==> src/rtl/sr_latch_driver.sv <==
// Control stage for a gated SR latch: synchronises and debounces raw set/clear
// requests, arbitrates them and runs a setup/enable/hold sequence. Optional latch
// feedback check is compiled in with SR_FB_CHECK_EN.
module sr_latch_driver #(
  parameter int DB_CYCLES = 4,
  parameter int EN_WIDTH  = 2
) (
  input  logic clk,
  input  logic rst,
  input  logic set_req,
  input  logic clr_req,
`ifdef SR_FB_CHECK_EN
  input  logic q_fb,
  input  logic qb_fb,
  output logic fb_err,
`endif
  output logic s,
  output logic r,
  output logic en,
  output logic latch_rst,
  output logic busy,
  output logic conflict
);

  typedef enum logic [1:0] {IDLE, SETUP, PULSE, HOLD} state_t;

  localparam logic [7:0] DB_LAST = 8'(DB_CYCLES - 1);
  localparam logic [3:0] EN_LAST = 4'(EN_WIDTH);

  logic       set_meta, set_sync, clr_meta, clr_sync;
  logic       set_db, clr_db;
  logic [7:0] set_cnt, clr_cnt;
  logic       set_rise, clr_rise;
  logic       set_pend, clr_pend;
  logic       take_set, take_clr;
  logic       rst_tail;

  state_t     state, state_n;
  logic [3:0] en_cnt, en_cnt_n;
  logic       s_n, r_n, en_n, busy_n, conflict_n;

  // A rising debounced edge is recognised in the same cycle the level flips,
  // so the pending flag is ready for IDLE on the very next edge.
  assign set_rise = set_sync && !set_db && (set_cnt == DB_LAST);
  assign clr_rise = clr_sync && !clr_db && (clr_cnt == DB_LAST);

  always_ff @(posedge clk) begin
    if (!rst) begin
      set_meta  <= 1'b0;
      set_sync  <= 1'b0;
      clr_meta  <= 1'b0;
      clr_sync  <= 1'b0;
      set_db    <= 1'b0;
      clr_db    <= 1'b0;
      set_cnt   <= '0;
      clr_cnt   <= '0;
      set_pend  <= 1'b0;
      clr_pend  <= 1'b0;
      latch_rst <= 1'b1;
      rst_tail  <= 1'b1;
    end else begin
      set_meta <= set_req;
      set_sync <= set_meta;
      clr_meta <= clr_req;
      clr_sync <= clr_meta;

      if (set_sync != set_db) begin
        if (set_cnt == DB_LAST) begin
          set_db  <= set_sync;
          set_cnt <= '0;
        end else begin
          set_cnt <= set_cnt + 8'd1;
        end
      end else begin
        set_cnt <= '0;
      end

      if (clr_sync != clr_db) begin
        if (clr_cnt == DB_LAST) begin
          clr_db  <= clr_sync;
          clr_cnt <= '0;
        end else begin
          clr_cnt <= clr_cnt + 8'd1;
        end
      end else begin
        clr_cnt <= '0;
      end

      // Consume first, then record: an event landing on the dispatch cycle survives.
      set_pend <= (set_pend & ~take_set) | set_rise;
      clr_pend <= (clr_pend & ~take_clr) | clr_rise;

      latch_rst <= rst_tail;
      rst_tail  <= 1'b0;
    end
  end

  always_ff @(posedge clk) begin
    if (!rst) begin
      state    <= IDLE;
      en_cnt   <= '0;
      s        <= 1'b0;
      r        <= 1'b0;
      en       <= 1'b0;
      busy     <= 1'b0;
      conflict <= 1'b0;
    end else begin
      state    <= state_n;
      en_cnt   <= en_cnt_n;
      s        <= s_n;
      r        <= r_n;
      en       <= en_n;
      busy     <= busy_n;
      conflict <= conflict_n;
    end
  end

  // Outputs are computed for the state being entered and registered with it.
  always_comb begin
    state_n    = state;
    en_cnt_n   = en_cnt;
    s_n        = s;
    r_n        = r;
    en_n       = 1'b0;
    busy_n     = busy;
    conflict_n = 1'b0;
    take_set   = 1'b0;
    take_clr   = 1'b0;
    case (state)
      IDLE: begin
        s_n    = 1'b0;
        r_n    = 1'b0;
        busy_n = 1'b0;
        if (clr_pend) begin
          r_n        = 1'b1;
          busy_n     = 1'b1;
          conflict_n = set_pend;
          take_set   = 1'b1;
          take_clr   = 1'b1;
          state_n    = SETUP;
        end else if (set_pend) begin
          s_n      = 1'b1;
          busy_n   = 1'b1;
          take_set = 1'b1;
          state_n  = SETUP;
        end
      end
      SETUP: begin
        busy_n   = 1'b1;
        en_n     = 1'b1;
        en_cnt_n = 4'd1;
        state_n  = PULSE;
      end
      PULSE: begin
        busy_n = 1'b1;
        if (en_cnt == EN_LAST) begin
          state_n = HOLD;
        end else begin
          en_n     = 1'b1;
          en_cnt_n = en_cnt + 4'd1;
        end
      end
      HOLD: begin
        s_n     = 1'b0;
        r_n     = 1'b0;
        busy_n  = 1'b0;
        state_n = IDLE;
      end
      default: state_n = IDLE;
    endcase
  end

`ifdef SR_FB_CHECK_EN
  // s still carries the commanded value during HOLD (1 = set, 0 = clear).
  always_ff @(posedge clk) begin
    if (!rst) begin
      fb_err <= 1'b0;
    end else begin
      fb_err <= (state == HOLD) && ((q_fb != s) || (q_fb == qb_fb));
    end
  end
`endif

endmodule

==> config.mk <==
export PLATFORM = sky130hd
export DESIGN_NAME = sr_latch_driver
export DESIGN_NICKNAME = d
export VERILOG_FILES = /design/src/rtl/sr_latch_driver.sv
export SDC_FILE = /design/constraint.sdc
export NUM_CORES = 1
export LEC_CHECK = 0
export BUFFER_PORTS_ARGS = -buffer_cell sky130_fd_sc_hd__buf_2
export CORE_UTILIZATION = 62
export CTS_BUF_LIST = sky130_fd_sc_hd__clkbuf_16
export DETAILED_ROUTE_END_ITERATION = 6
export PLACE_DENSITY = 0.93
export SLEW_MARGIN = 20
export SYNTH_ARGS = -nofsm -noshare
export SYNTH_HDL_FRONTEND = slang
export SYNTH_SLANG_ARGS = --single-unit
==> constraint.sdc <==
create_clock -name clk -period 4.62 [get_ports clk]
set_input_delay 0.462 -clock clk [delete_from_list [all_inputs] [get_ports clk]]
set_output_delay 0.462 -clock clk [all_outputs]
set_load 0.1 [all_outputs]
==> metrics.txt, run 1 <==
CTS H-tree lvls 2; Critical Path Start Type flip-flop; Area Overhead vs Synth 14.8%; Hold Vio Cnt, Final 0; post-DP HPWL 2000 um; height of the die 52.3 um; Async SR Flop Fraction 0%; worst-path cell chain ha_1 > or4b_4 > o311ai_1 > o41ai_1; Die X 52.3 um; Final Cell Area 1800 sq um; Final TNS setup 0 ns; share of cells above drive strength 1 10.4%; Power Total 836 uW; Cell Int Power 623 uW; critical path capture point set_db; Port Buf Inserts 9; drt first pass iters 5; Setup Skew 0.00516 ns; vias in the first global route 1178; DR vias 1233; Starting DRT DRC Count 17; period utilization 36.6%; first-pass GRT wire length 4910 um; sequential share of power 41.5%; initial antenna violation count 0; DRC errors left 0; Worst Hold Class input pin to flip-flop; Avg Cell Area, Syn 9.34 sq um; synthesized area 1570 sq um; commonest non-fill, non-tap cell in the layout dfxtp_1; Final Wtd Congestion 0.704; worst setup path class flip-flop to flip-flop; Post-synth top flop dfxtp_1; max frequency 592 MHz; clock root buffer clkbuf_16; detail-routed net length per standard cell 13.3 um; # setup viols final 0; sequential element share of the synthesized area 47.2%; total gr overflow 0; Synth top area share 47.2%; final net count 196; Filler cells 150; largest net degree at the start of global routing 18; TritonCTS Buffers 5; drt via density 5.87; P_sw 213 uW; r2r setup slk 2.93 ns; worst skew pair latency 0.28 ns; synth top area cells dfxtp_1 (47%), ha_1 (8.8%), a21oi_1 (4.1%); number of max-cap violations 0; clock-pin transition on the worst setup and hold timing paths 0.06 ns; leading area contributor after synthesis dfxtp_1; n_diodes 0; warnings from Yosys 0; max-slew violations 0; worst r2r path cells 4; switching share of power 25.4%; RSZ-0062 raised after global routing no; r2r endpoint set_db; highest-delay cell along the critical path or4b_4; syn_nets 183; FF-to-FF Start set_cnt[0]; Max IR drop VDD 589 uV; post-route ant nets 0; leakage 0.668 nW; io pins 10; final worst path period need 1.69 ns; WP data arrival 1.85 ns; CTS sink count 37; Post-DP Area 1640 sq um; post-cts gate resize count 0; PwrDens 464 nW/um^2; Yosys cell types 36; required time worst endpoint 4.78 ns; Post-synth EDFFs 0; Max-slew headroom 67.9%; Crit Path Max Fanout 5; Initial Util 68.3%; Logic pwr share 13.8%; total setup buffers inserted after CTS 0; outcome completed; core area 2300 sq um; Clock Tree Buf Depth 2; Slew @ Worst Pin 0.484 ns; crit path from set_cnt[0]; Routed WL 2800 um; clock share of power 44.7%; GRT Util Overall 25.1%; row count 17; CTS tree done; Critical Path Sink Type flip-flop; Yosys reg bits 37; peak per-stage delay on the critical path 0.51 ns; CTS hold repair buffers 0; Mapped Cells 168; die outline area 2740 sq um; commonest non-fill, non-tap cells in the layout dfxtp_1 (37), nor2_1 (16), inv_1 (14)
## critical path, delay by kind of cell (launching register included)
family / cells / cell delay (ns)
and+or+nand+nor: 1 / 0.51
AOI/OAI and AO/OA: 2 / 0.41
DFF: 1 / 0.40
adders and majority gates: 1 / 0.25
## power groups by stage
stage	Clock (mW)	Sequential, mW	Combinational [mW]
after floorplan	0	0.373	0.0708
after global placement	0	0.352	0.109
after detailed placement	0	0.353	0.114
after CTS	0.381	0.347	0.114
after global routing	0.393	0.349	0.129
final	0.374	0.347	0.116
## sequential cells by signal (all words and copies together), names as in the netlist, 2 cells and up
| name | count |
|---|---|
| en_cnt | 4 |
| set_cnt | 8 |
| state | 2 |
| clr_cnt | 8 |
## cell families (layout without fill, tap and decap cells)
group                    count (synthesis)  in the layout  share of synthesized area (%)
AO/OA/AOI/OAI                           35             35                           14.4
adder cells (fa/ha/maj)                 11             11                           8.77
flip-flops                              37             37                           47.2
AND/OR/NAND/NOR                         60             60                           20.9
multiplexers                             2              2                           1.28
buffers and inverters                   17             31                           4.07
XOR/XNOR                                 6              6                           3.35
## worst min-delay path by stage
| stage | from | to | slack [ns] | cells past startpoint |
|---|---|---|---|---|
| floorplan | rst_tail | latch_rst | 0.39 | 1 |
| global placement | rst_tail | latch_rst | 0.40 | 1 |
| detailed placement | rst_tail | latch_rst | 0.42 | 1 |
| CTS | clr_req | clr_meta | 0.39 | 2 |
| global route | clr_req | clr_meta | 0.40 | 2 |
| finish | clr_req | clr_meta | 0.39 | 2 |
## layer usage
layer / up-vias / GRT usage, % / wire length, um
met5: - / 0 / 0
met4: 0 / 10.5 / 35
met3: 4 / 10.4 / 133
met2: 30 / 41.6 / 1380
met1: 582 / 28.0 / 1250
li1: 617 / - / -
## cells in the mapped netlist (3+ instances only)
master,count
nand3_1,7
ha_1,11
and2_1,4
dfxtp_1,37
or3_1,8
nor2b_1,3
nand2_1,9
o21ai_0,8
a21oi_1,13
xor2_1,4
inv_1,13
nor2_1,16
## cell type report
| cell class | count | area [sq um] | share of cell area, % |
|---|---|---|---|
| multi-input combinational | 114 | 764 | 42.5 |
| timing repair buffer | 9 | 45.0 | 2.50 |
| inverter | 14 | 52.6 | 2.92 |
| clock buffer | 5 | 125 | 6.95 |
| sequential | 37 | 741 | 41.1 |
| tap | 28 | 35.0 | 1.95 |
| clock inverter | 3 | 37.5 | 2.08 |
## per-stage QoR
step	util (%)	instances	setup slack, ns	hold slack (ns)
2_1_floorplan	-	168	3.06	0.386
3_5_place_dp	71.3	202	2.93	0.425
5_1_grt	78.4	210	2.81	0.395
4_1_cts	78.4	210	2.92	0.385
3_3_place_gp	71.3	202	3.00	0.395
6_report	78.4	210	2.93	0.388
Power figures use the tool's default switching activity.
==> run 2, diff against run 1 <==
--- a/config.mk
+++ b/config.mk
@@ -6,10 +6,10 @@
 export NUM_CORES = 1
 export LEC_CHECK = 0
 export BUFFER_PORTS_ARGS = -buffer_cell sky130_fd_sc_hd__buf_2
-export CORE_UTILIZATION = 62
+export CORE_UTILIZATION = 52
 export CTS_BUF_LIST = sky130_fd_sc_hd__clkbuf_16
 export DETAILED_ROUTE_END_ITERATION = 6
-export PLACE_DENSITY = 0.93
+export PLACE_DENSITY = 0.85
 export SLEW_MARGIN = 20
 export SYNTH_ARGS = -nofsm -noshare
 export SYNTH_HDL_FRONTEND = slang
==> constraint.sdc (replaced) <==
create_clock -name clk -period 1.4 [get_ports clk]
set_input_delay 0.14 -clock clk [delete_from_list [all_inputs] [get_ports clk]]
set_output_delay 0.14 -clock clk [all_outputs]
set_load 0.1 [all_outputs]
==> run 2 against run 1 <==
The flow now finishes with violations (design-rule violations, negative setup slack). First-iteration DRC count increased to 5.1 times the previous value. Flip-flop and latch count did not move. Utilization fell by 5.4 points. Worst setup slack got worse by 3.0 ns. Power rose to 3.2 times the previous value. Via count grew 6.9%. Critical endpoint is now clr_pend. Largest power group is now registers.
==> metrics.txt, run 2 (synthesis gave the netlist of run 1 again) <==
commonest non-fill, non-tap cell in the layout dfxtp_1; Hold Vio Cnt, Final 0; Max-slew headroom 67.5%; Slew @ Worst Pin 0.491 ns; DRC errors left 4; drt via density 5.73; leakage 0.767 nW; WHS 0.0628 ns; CTS tree done; Worst Hold Class input pin to flip-flop; final net count 213; Port Buf Inserts 9; vias in the first global route 1224; r2r setup slk -0.11 ns; Max IR drop VDD 1180 uV; detail-routed net length per standard cell 13.9 um; die outline area 3240 sq um; PwrDens 1330 nW/um^2; row count 19; post-DP HPWL 2170 um; Clock Tree Buf Depth 2; Cell Int Power 1.97 mW; pre-CTS WS -0.101 ns; period utilization 108%; # setup viols final 20; number of max-cap violations 0; Area Overhead vs Synth 30.5%; max-slew violations 0; worst r2r path cells 4; CTS sink count 37; share of cells above drive strength 1 32.7%; largest net degree at the start of global routing 11; multi-input combinational cell area 893 sq um; top flop regs clr_cnt x8, set_cnt x8, en_cnt x4; first-pass GRT wire length 5200 um; GRT Util Overall 21.3%; crit path from clr_cnt[1]; Critical Path Sink Type flip-flop; dpl cells 221; worst skew pair latency 0.28 ns; Power Total 2.72 mW; switching share of power 27.6%; clock root buffer clkbuf_16; outcome finished with violations; Initial Util 55.9%; Setup Skew 0.00460 ns; Crit Path Max Fanout 4; Finished Layout Cells 230; slack of the critical path -0.110 ns; required time worst endpoint 1.61 ns; post-route ant nets 0; clock-pin transition on the worst setup and hold timing paths 0.05 ns; TritonCTS Buffers 5; DR vias 1318; Critical Path Start Type flip-flop; Post-DP Area 1790 sq um; initial antenna violation count 0; Final Cell Area 2050 sq um; FF-to-FF Start clr_cnt[1]; WP data arrival 1.72 ns; Final TNS setup -0.814 ns; total gr overflow 0; clock share of power 37.9%; Post-Route Utilization 73.0%; Final Wtd Congestion 0.888; Logic pwr share 20.2%; CTS H-tree lvls 2; CTS hold repair buffers 0; RSZ-0062 raised after global routing yes; final worst path period need 1.51 ns; max frequency 662 MHz; register area 751 sq um; Filler cells 195; n_diodes 0; core area 2810 sq um; critical path capture point clr_pend; Die X 56.9 um; Routed WL 3210 um; r2r endpoint clr_pend; io pins 10; worst setup path class flip-flop to flip-flop; drt first pass iters 6; commonest non-fill, non-tap cells in the layout dfxtp_1 (29), buf_4 (16), inv_1 (15); height of the die 56.9 um; P_sw 750 uW; failing checks design-rule violations, negative setup slack; sequential share of power 41.9%; Starting DRT DRC Count 87
[run 2: changes by cell type in the layout (fill, tap and decap cells not counted), moves of 2 or more]
cell     before  now
a21oi_1      13    7
nor2_1       16   13
dfxtp_2       0    8
buf_4         0   16
ha_4          0    3
ha_2          0    2
dfxtp_1      37   29
a21oi_2       0    6
ha_1         11    6
nor2_2        0    3
[run 2: how the worst min path moves through the flow]
stage,start,end,slack (ns),depth (start not counted)
floorplan,rst,latch_rst,0.21,1
global placement,clr_req,clr_meta,0.35,2
detailed placement,set_req,set_meta,0.35,2
CTS,set_req,set_meta,0.06,2
global route,clr_req,clr_meta,0.07,2
finish,set_req,set_meta,0.06,2
[run 2: power by group through the flow]
stage	sequential, mW	clock (mW)	combinational [mW]
2_1_floorplan	1.24	0	0.234
3_3_place_gp	1.15	0	0.439
3_5_place_dp	1.15	0	0.471
4_1_cts	1.13	1.04	0.505
5_1_grt	1.14	1.08	0.591
6_report	1.14	1.03	0.548
[run 2: worst max-delay path: stages, from the launching register on]
cell and delay [ns]:
dfxtp_2 0.35, ha_4 0.13, or4b_4 0.51, o32a_1 0.35, nor2_1 0.10
[run 2: routing by layer]
layer / vias to the layer above / share of wire [%] / global-route usage (%)
li1: 652 / - / -
met1: 613 / 43 / 24.1
met2: 39 / 49 / 35.3
met3: 14 / 4.4 / 7.71
met4: 0 / 3.8 / 11.5
met5: - / 0 / 0
[run 2: what timing repair did]
item	CTS	global route
endpoints found under the setup margin	24	27
buffers inserted	1	0
pin swaps	9	2
gates resized for setup	9	17
[run 2: final cells by class]
| class | instances | area share (%) |
|---|---|---|
| Clock buffer | 5 | 6.11 |
| Clock inverter | 3 | 0.550 |
| Inverter | 14 | 2.57 |
| Multi-Input combinational cell | 114 | 43.6 |
| Sequential cell | 37 | 36.7 |
| Tap cell | 31 | 1.89 |
| Timing Repair Buffer | 26 | 8.61 |
